===== config.mk =====
export PLATFORM = sky130hd
export DESIGN_NAME = sipo_frame_rx
export DESIGN_NICKNAME = d
export VERILOG_FILES = /design/src/rtl/sipo_rx_pkg.sv /design/src/rtl/sipo_shift_reg.sv /design/src/rtl/sipo_frame_rx.sv
export SDC_FILE = /design/constraint.sdc
export NUM_CORES = 1
export LEC_CHECK = 0
export BUFFER_PORTS_ARGS = -buffer_cell sky130_fd_sc_hd__buf_4
export CORE_MARGIN = 1
export CORE_UTILIZATION = 30
export CTS_CLUSTER_SIZE = 10
export DETAILED_ROUTE_END_ITERATION = 12
export RECOVER_POWER = 100
export SYNTH_ARGS = -nofsm -noshare
export SYNTH_HDL_FRONTEND = slang
export SYNTH_SLANG_ARGS = --single-unit

===== constraint.sdc =====
create_clock -name clk -period 1.3 [get_ports clk]
set_input_delay 0.13 -clock clk [delete_from_list [all_inputs] [get_ports clk]]
set_output_delay 0.13 -clock clk [all_outputs]
set_load 0.05 [all_outputs]

===== src/rtl/sipo_rx_pkg.sv =====
// Shared types and constants for the serial frame receiver.
package sipo_rx_pkg;

  localparam int DATA_W_DEF = 8;
  localparam int CNT_W_DEF  = $clog2(DATA_W_DEF);

  typedef enum logic [1:0] {
    IDLE   = 2'd0,
    DATA   = 2'd1,
    PARITY = 2'd2,
    STOP   = 2'd3
  } rx_state_e;

endpackage


===== src/rtl/sipo_shift_reg.sv =====
// Left-shifting data register for the receiver, with even parity of its contents.
module sipo_shift_reg #(
  parameter int DATA_W = 8
) (
  input  logic              clk,
  input  logic              rst,
  input  logic              shift_en,
  input  logic              din,
  output logic [DATA_W-1:0] data,
  output logic              par
);

  logic [DATA_W-1:0] data_r;

  function automatic logic even_par(input logic [DATA_W-1:0] v);
    return ^v;
  endfunction

  // shift register: new bit enters at the LSB, first bit ends at the MSB
  always_ff @(posedge clk or negedge rst) begin
    if (!rst) begin
      data_r <= {DATA_W{1'b0}};
    end else if (shift_en) begin
      data_r <= {data_r[DATA_W-2:0], din};
    end else begin
      data_r <= data_r;
    end
  end

  assign data = data_r;
  assign par  = even_par(data_r);

endmodule


===== src/rtl/sipo_frame_rx.sv =====
// Serial frame receiver: start/data/parity/stop deframing into a one-deep
// valid/ready output register with parity, framing and overrun status.
module sipo_frame_rx
  import sipo_rx_pkg::*;
#(
  parameter int DATA_W    = DATA_W_DEF,
  parameter int PARITY_EN = 1
) (
  input  logic              clk,
  input  logic              rst,
  input  logic              si,
  input  logic              bit_en,
  output logic [DATA_W-1:0] po,
  output logic              po_valid,
  input  logic              po_ready,
  output logic              po_perr,
  output logic              frame_err,
  output logic              overrun,
  input  logic              clr_ovr
);

  localparam int              CNT_W    = $clog2(DATA_W);
  localparam logic [CNT_W-1:0] CNT_LAST = CNT_W'(DATA_W - 1);

  rx_state_e         state_r, state_s;
  logic [CNT_W-1:0]  cnt_r, cnt_s;
  logic              perr_r, perr_s;
  logic              shift_en_s;
  logic              complete_s;
  logic              ferr_s;
  logic [DATA_W-1:0] shift_data_s;
  logic              shift_par_s;

  logic [DATA_W-1:0] po_r;
  logic              po_valid_r;
  logic              po_perr_r;
  logic              frame_err_r;
  logic              overrun_r;
  logic              load_s;
  logic              drop_s;

  sipo_shift_reg #(
    .DATA_W (DATA_W)
  ) u_shift (
    .clk      (clk),
    .rst      (rst),
    .shift_en (shift_en_s),
    .din      (si),
    .data     (shift_data_s),
    .par      (shift_par_s)
  );

  // receive FSM state, bit counter and captured parity result
  always_ff @(posedge clk or negedge rst) begin
    if (!rst) begin
      state_r <= IDLE;
      cnt_r   <= {CNT_W{1'b0}};
      perr_r  <= 1'b0;
    end else begin
      state_r <= state_s;
      cnt_r   <= cnt_s;
      perr_r  <= perr_s;
    end
  end

  // next-state decode; everything holds while the bit strobe is low
  always_comb begin
    state_s    = state_r;
    cnt_s      = cnt_r;
    perr_s     = perr_r;
    shift_en_s = 1'b0;
    complete_s = 1'b0;
    ferr_s     = 1'b0;
    if (bit_en) begin
      case (state_r)
        IDLE: begin
          if (!si) begin
            state_s = DATA;
            cnt_s   = {CNT_W{1'b0}};
          end else begin
            state_s = IDLE;
          end
        end
        DATA: begin
          shift_en_s = 1'b1;
          if (cnt_r == CNT_LAST) begin
            cnt_s   = {CNT_W{1'b0}};
            state_s = (PARITY_EN != 0) ? PARITY : STOP;
          end else begin
            cnt_s   = cnt_r + CNT_W'(1);
            state_s = DATA;
          end
        end
        PARITY: begin
          perr_s  = (PARITY_EN != 0) ? (shift_par_s ^ si) : 1'b0;
          state_s = STOP;
        end
        STOP: begin
          if (si) begin
            complete_s = 1'b1;
          end else begin
            ferr_s = 1'b1;
          end
          state_s = IDLE;
        end
        default: begin
          state_s = IDLE;
          cnt_s   = {CNT_W{1'b0}};
        end
      endcase
    end else begin
      state_s = state_r;
    end
  end

  // a finished byte either lands in the output register or is dropped
  always_comb begin
    load_s = 1'b0;
    drop_s = 1'b0;
    if (complete_s) begin
      if (!po_valid_r || po_ready) begin
        load_s = 1'b1;
      end else begin
        drop_s = 1'b1;
      end
    end else begin
      load_s = 1'b0;
    end
  end

  // output register with valid/ready handshake
  always_ff @(posedge clk or negedge rst) begin
    if (!rst) begin
      po_r       <= {DATA_W{1'b0}};
      po_valid_r <= 1'b0;
      po_perr_r  <= 1'b0;
    end else if (load_s) begin
      po_r       <= shift_data_s;
      po_valid_r <= 1'b1;
      po_perr_r  <= (PARITY_EN != 0) ? perr_r : 1'b0;
    end else if (po_valid_r && po_ready) begin
      po_valid_r <= 1'b0;
    end else begin
      po_valid_r <= po_valid_r;
    end
  end

  // frame error pulse and sticky overrun; a new drop beats a clear
  always_ff @(posedge clk or negedge rst) begin
    if (!rst) begin
      frame_err_r <= 1'b0;
      overrun_r   <= 1'b0;
    end else begin
      frame_err_r <= ferr_s;
      if (drop_s) begin
        overrun_r <= 1'b1;
      end else if (clr_ovr) begin
        overrun_r <= 1'b0;
      end else begin
        overrun_r <= overrun_r;
      end
    end
  end

  assign po        = po_r;
  assign po_valid  = po_valid_r;
  assign po_perr   = po_perr_r;
  assign frame_err = frame_err_r;
  assign overrun   = overrun_r;

endmodule


==> metrics.txt, run 1 <==
met1 Track Usage GR=14.1%; syn_area_per_cell=11.4 um^2; Clk pwr share=14.6%; final net count=132; total chip power=0.00305 W; Comb power frac=43.5%; reg2reg setup slack=-30 ps; Synth Net Count=105; largest area contributor in the netlist=dfrtp_1; Layout area overhead=22.9%; diode count=0; CP arrival=1480 ps; vias=734; Synth warnings=0; area share of the largest cell type after synthesis=59.0%; sequential power share=41.9%; status=finished with violations; Synth Instances=97; FF+latch count, synth=26; initial antenna violation count=0; commonest non-fill, non-tap cell in the layout=nand2_1; vias in the first global route=769; Seq/Total Area, Yosys=59.0%; Worst Path Buf+Inv=0; f_max=0.751 GHz; chip width=62.7 um; Setup Skew=2.93 ps; DIE AREA=3930 um^2; Data required, critical path=1450 ps; Buffers on Ports=17; Synth cell types=22; clock-pin slew on the worst setup and hold paths=80 ps; wire per inst=10.9 um; clock sinks=26; Die Y=62.7 um; Switching Share=37.9%; Area contributors post-synth=dfrtp_1 59%, nand2_1 9.9%, mux2_2 9.2%, xnor2_1 4.0%, o21ai_0 2.7%; GR Util met2=17.5%; GRT met3 Usage=3.47%; Max Cap Viol=0; DRT iter0 DRCs=19; core area=3440 um^2; minimum clock period=1330 ps; largest net degree at the start of global routing=27; worst setup margin=-31.8 ps; failing checks=setup timing; drt total wl=1.84 mm; CP max stage cell=xnor3_1; PD cells=2250 nW/um^2; Crit Path Max Fanout=2; clk buf depth=2; Max H-tree Level=1; Peak VDD IR=0.938 mV; P_sw=0.00116 W; setup TNS=-31.8 ps; post-route ant nets=0; global routing's busiest layer=met2; Lkg Pwr=0.703 nW; Internal Pwr Total=0.00189 W; RSZ-0062 raised after global routing=true; Max stage delay on crit path=420 ps; CTS Root Cell=clkbuf_8; Slew HR=57.3%; drt pass-1 iters=4; final setup vio count=1; Slew @ Worst Pin=640 ps; worst path cell trace=xor2_1 > xnor3_1 > xnor2_1 > o21ai_1; TritonCTS clock tree=done; Hold Crit Class=input pin to register; setup bufs post-CTS=0; drt drc=0; family with the most delay on the worst path=XOR/XNOR gates; routability cong.=0.723; Post-Syn Area=1100 um^2; Rows=21; endpoint class of the critical path=register; worst skew pair latency=260 ps; final hold vios=0; global-route wire length before repair=3.39 mm; I/O pins=18; gr usage total=10.9%; Min Hold Slack=42.1 ps; Initial Utilization=32.1%; CP Class=register to register; Worst Setup Start Kind=register; Layout Utilization=39.4%; total gr overflow=0; Detail Placement HPWL=1.35 mm; layout cell share with drive strength beyond 1=31.7%; commonest non-fill, non-tap cells in the layout=28 x nand2_1, 25 x dfrtp_1, 13 x clkbuf_2; Period Utilization, post-route=102%; max-slew violations=0; total CTS buffers=3; Vias/cell=4.34
## cell type report
cell class                      count  area (um^2)
Tap cell                           46         57.6
Fill cell                         344         2090
Timing Repair Buffer               25          154
Sequential cell                    26          652
Clock buffer                        4         45.0
Multi-Input combinational cell     66          440
Inverter                            2         7.51
## flip-flops by register name (all words and copies together), names as in the netlist, named ones only
name / cells
state_r: 1
perr_r: 1
u_shift.data: 8
overrun: 1
po_valid: 1
cnt_r: 3
frame_err: 1
po_perr: 1
po: 8
## what timing repair did
item	CTS	global route
resized for setup	1	2
endpoints found under the setup margin	1	16
pin swaps	1	0
endpoints found under the hold margin	26	0
hold buffers	1	0
## metrics by stage
| stage | cells | area, um^2 | setup slack [ps] |
|---|---|---|---|
| global placement | 164 | 1330 | 9.93 |
| global route | 169 | 1360 | -117 |
| finish | 169 | 1360 | -31.8 |
| CTS | 169 | 1390 | -30.4 |
| detailed placement | 164 | 1330 | -65.8 |
| floorplan | 97 | 1100 | -67.6 |
## synthesized netlist by cell type
cell type,number
a22o_1,2
and2_1,1
buf_2,2
buf_4,1
dfrtp_1,26
ha_1,2
inv_1,2
mux2_2,9
nand2_1,29
nand2b_1,1
nand3_1,1
nand3b_1,1
nand4_1,1
nor2b_1,2
nor3b_1,1
o21ai_0,6
o21ai_1,1
o22ai_1,1
o31ai_1,1
xnor2_1,5
xnor3_1,1
xor2_1,1
## metal layers
| layer | wire length (um) | part of all wire [%] | up-vias |
|---|---|---|---|
| met5 | 0 | 0 | - |
| met4 | 13 | 0.71 | 0 |
| met3 | 96 | 5.2 | 2 |
| met2 | 802 | 44 | 20 |
| met1 | 929 | 50 | 339 |
| li1 | - | - | 373 |
## power by group through the flow
stage | logic (W) | clock network, W | registers, W
after global routing | 0.00146 | 0.000504 | 0.00132
after CTS | 0.00140 | 0.000479 | 0.00128
after detailed placement | 0.00138 | 0 | 0.00129
after global placement | 0.00134 | 0 | 0.00127
after floorplan | 0.000730 | 0 | 0.00155
final | 0.00132 | 0.000445 | 0.00128
## path summary, 6_finish.rpt
| path | start | endpoint | cells past startpoint |
|---|---|---|---|
| min in group asynchronous | rst | overrun | 2 |
| max reg2reg | u_shift.data[2] | perr_r | 4 |
| max | u_shift.data[2] | perr_r | 4 |
| max in group asynchronous | rst | po_valid | 2 |
| min | si | frame_err | 2 |
| min reg2reg | cnt_r[0] | cnt_r[0] | 1 |
## kinds of logic after synthesis
family	share of synthesized area (%)
compound gates	6.01
xor+xnor	6.80
fa+ha+maj	2.27
buf+inv	2.27
flops	59.0
mux	9.18
simple gates	14.5
No activity file was read; power rests on OpenSTA's default activity.
==> run 2: changes to the inputs <==
--- a/config.mk
+++ b/config.mk
@@ -6,6 +6,7 @@
 export NUM_CORES = 1
 export LEC_CHECK = 0
 export BUFFER_PORTS_ARGS = -buffer_cell sky130_fd_sc_hd__buf_4
+export CORE_ASPECT_RATIO = 0.75
 export CORE_MARGIN = 1
 export CORE_UTILIZATION = 30
 export CTS_CLUSTER_SIZE = 10
==> constraint.sdc (replaced) <==
create_clock -name clk -period 1.3 [get_ports clk]
set_input_delay 0.195 -clock clk [delete_from_list [all_inputs] [get_ports clk]]
set_output_delay 0.195 -clock clk [all_outputs]
set_load 0.05 [all_outputs]
==> run 2 against run 1 <==
The flow still finishes with violations (setup timing). Global-route usage grew 1.9 points. Setup slack got worse by 13 ps. Core utilization up 3.5 points. Combinational power is 11% higher. Die area barely moved. Non-clock buffer count grew 6. First-iteration DRC count up 21%. Critical path type unchanged. Largest cell class unchanged. Largest power group unchanged.
==> metrics.txt, run 2 (synthesis gave the netlist of run 1 again) <==
status=finished with violations; failing checks=setup timing; f_max=0.744 GHz (-0.94%); Multi-input gate area=479 um^2 (+8.8%); Vias/cell=4.28 (-1.3%); CP Class=register to register; routability cong.=0.714 (-1.2%); register area=653 um^2 (+0.19%); Crit Path Max Fanout=4 (+2); Worst Setup Start Kind=register; diode count=0 (unchanged); largest net degree at the start of global routing=27 (unchanged); core area=3400 um^2 (-1.2%); Layout area overhead=32.2%; sequential power share=39.4% (-2.5 points); Data required, critical path=1460 ps (about the same); gr usage total=12.8% (+1.9 points); CTS Root Cell=clkbuf_8; DIE AREA=3930 um^2 (about the same); endpoint class of the critical path=register; max-slew violations=0 (unchanged); Hold Crit Class=input pin to register; RSZ-0062 raised after global routing=true; final hold vios=0 (unchanged); reg2reg setup slack=-40 ps (about the same); clock sinks=26 (unchanged); Detail Placement HPWL=1.37 mm (+1.6%); drt drc=0 (unchanged); minimum clock period=1340 ps (+12.6 ps); Max Cap Viol=0 (unchanged); Layout Utilization=42.9% (+3.5 points); final setup vio count=7 (+6); Slew @ Worst Pin=649 ps (+8.62 ps); Clk pwr share=15.9% (+1.3 points); Setup Skew=3.45 ps (+0.517 ps); Worst R2R Path Depth=4 (unchanged); drt pass-1 iters=4 (unchanged); CP arrival=1500 ps (+20 ps); commonest non-fill, non-tap cells in the layout=28 x nand2_1, 24 x dfrtp_1, 15 x clkbuf_2; min-delay src=si; PD cells=2240 nW/um^2 (-0.23%); global-route wire length before repair=3.58 mm (+5.5%); Peak VDD IR=1.16 mV (+23%); final instance area=1460 um^2 (+7.6%); Initial Utilization=32.5% (+0.39 points); Comb power frac=44.6% (+1.1 points); worst skew pair latency=270 ps (about the same); final net count=138 (+4.5%); filler cell count=335 (-2.6%); post-route ant nets=0 (unchanged); layout cell share with drive strength beyond 1=37.2% (+5.5 points); chip width=72.0 um (+15%); P_sw=0.00122 W (+5.6%); initial antenna violation count=0 (unchanged); drt total wl=2.14 mm (+16%); worst setup path startpoint=u_shift.data[4]; Max H-tree Level=1 (unchanged); Critical R2R Launch=u_shift.data[4]; clk buf depth=2 (unchanged); clock-pin slew on the worst setup and hold paths=90 ps (about the same); TritonCTS clock tree=done; Rows=18 (-14%); Die Y=54.5 um (-13%); Internal Pwr Total=0.00205 W (+8.4%); Period Utilization, post-route=103% (+0.97 points); wire per inst=11.9 um (+9.4%); I/O pins=18 (unchanged); vias in the first global route=751 (-2.3%); Lkg Pwr=0.755 nW (+7.4%); total gr overflow=0 (unchanged); DRT iter0 DRCs=23 (+4); commonest non-fill, non-tap cell in the layout=nand2_1; Critical Path End=perr_r; Switching Share=37.3% (-0.62 points); Cell Area, Placed=1350 um^2 (+2.1%); Buffers on Ports=17 (unchanged); total CTS buffers=3 (unchanged); vias=767 (+4.5%); r2r endpoint=perr_r; Slew HR=56.8% (-0.57 points); worst setup margin=-44.5 ps (-12.6 ps)
## run 2: layout make-up
class,instances,share of cell area (%)
flip-flops and latches,26,44.8
inverters,2,0.515
repair buffers,31,13.8
multi-input cells,66,32.8
well taps,50,4.29
clock buffers,4,3.77
## run 2: power by group through the flow
stage                     combinational (W)  clock (W)  sequential [W]
after global placement              0.00138          0         0.00127
final                               0.00146   0.000521         0.00129
after global routing                0.00161   0.000569         0.00133
after floorplan                    0.000730          0         0.00155
after CTS                           0.00144   0.000540         0.00127
after detailed placement            0.00141          0         0.00128
## run 2: per-layer routing
layer / global-route usage [%] / vias up / part of all wire (%)
met2: 20.6 / 17 / 43
met1: 16.5 / 362 / 53
met3: 4.42 / 0 / 3.6
li1: - / 388 / -
met5: 0 / - / 0
met4: 3.92 / 0 / 0
## run 2: worst min path at each step
stage | to | slack, ps | depth (start not counted)
after global routing | frame_err | 80 | 2
after detailed placement | cnt_r[2] | 130 | 1
after global placement | po[0] | 120 | 1
after CTS | frame_err | 80 | 2
after floorplan | async pin | -100 | 0
final | frame_err | 90 | 2
## run 2: stage by stage
| step | power [W] | cells | setup TNS [ps] | hold slack (ps) | setup WS, ps |
|---|---|---|---|---|---|
| floorplan | 0.00228 | 97 | -609 | -101 | -67.6 |
| global placement | 0.00265 | 171 | 0 | 121 | 13.3 |
| detailed placement | 0.00268 | 171 | -42.9 | 128 | -42.9 |
| CTS | 0.00325 | 176 | -23.1 | 80.4 | -23.1 |
| global route | 0.00352 | 179 | -639 | 82.3 | -129 |
| finish | 0.00327 | 179 | -81.6 | 88.0 | -44.5 |
## run 2: what timing repair did
action / 4_1_cts / 5_1_grt
pin swaps: 0 / 4
cloned: 0 / 1
setup buffers: 0 / 2
resized for setup: 1 / 16
hold buffers: 1 / 0
setup endpoints to repair: 1 / 11
hold endpoints to repair: 26 / 0
## run 2: worst max-delay path, cell delays in order, from the launching register on
cell and delay (ps):
dfrtp_2 450, xnor2_2 160, xnor3_1 420, xnor2_1 140, o21ai_1 70
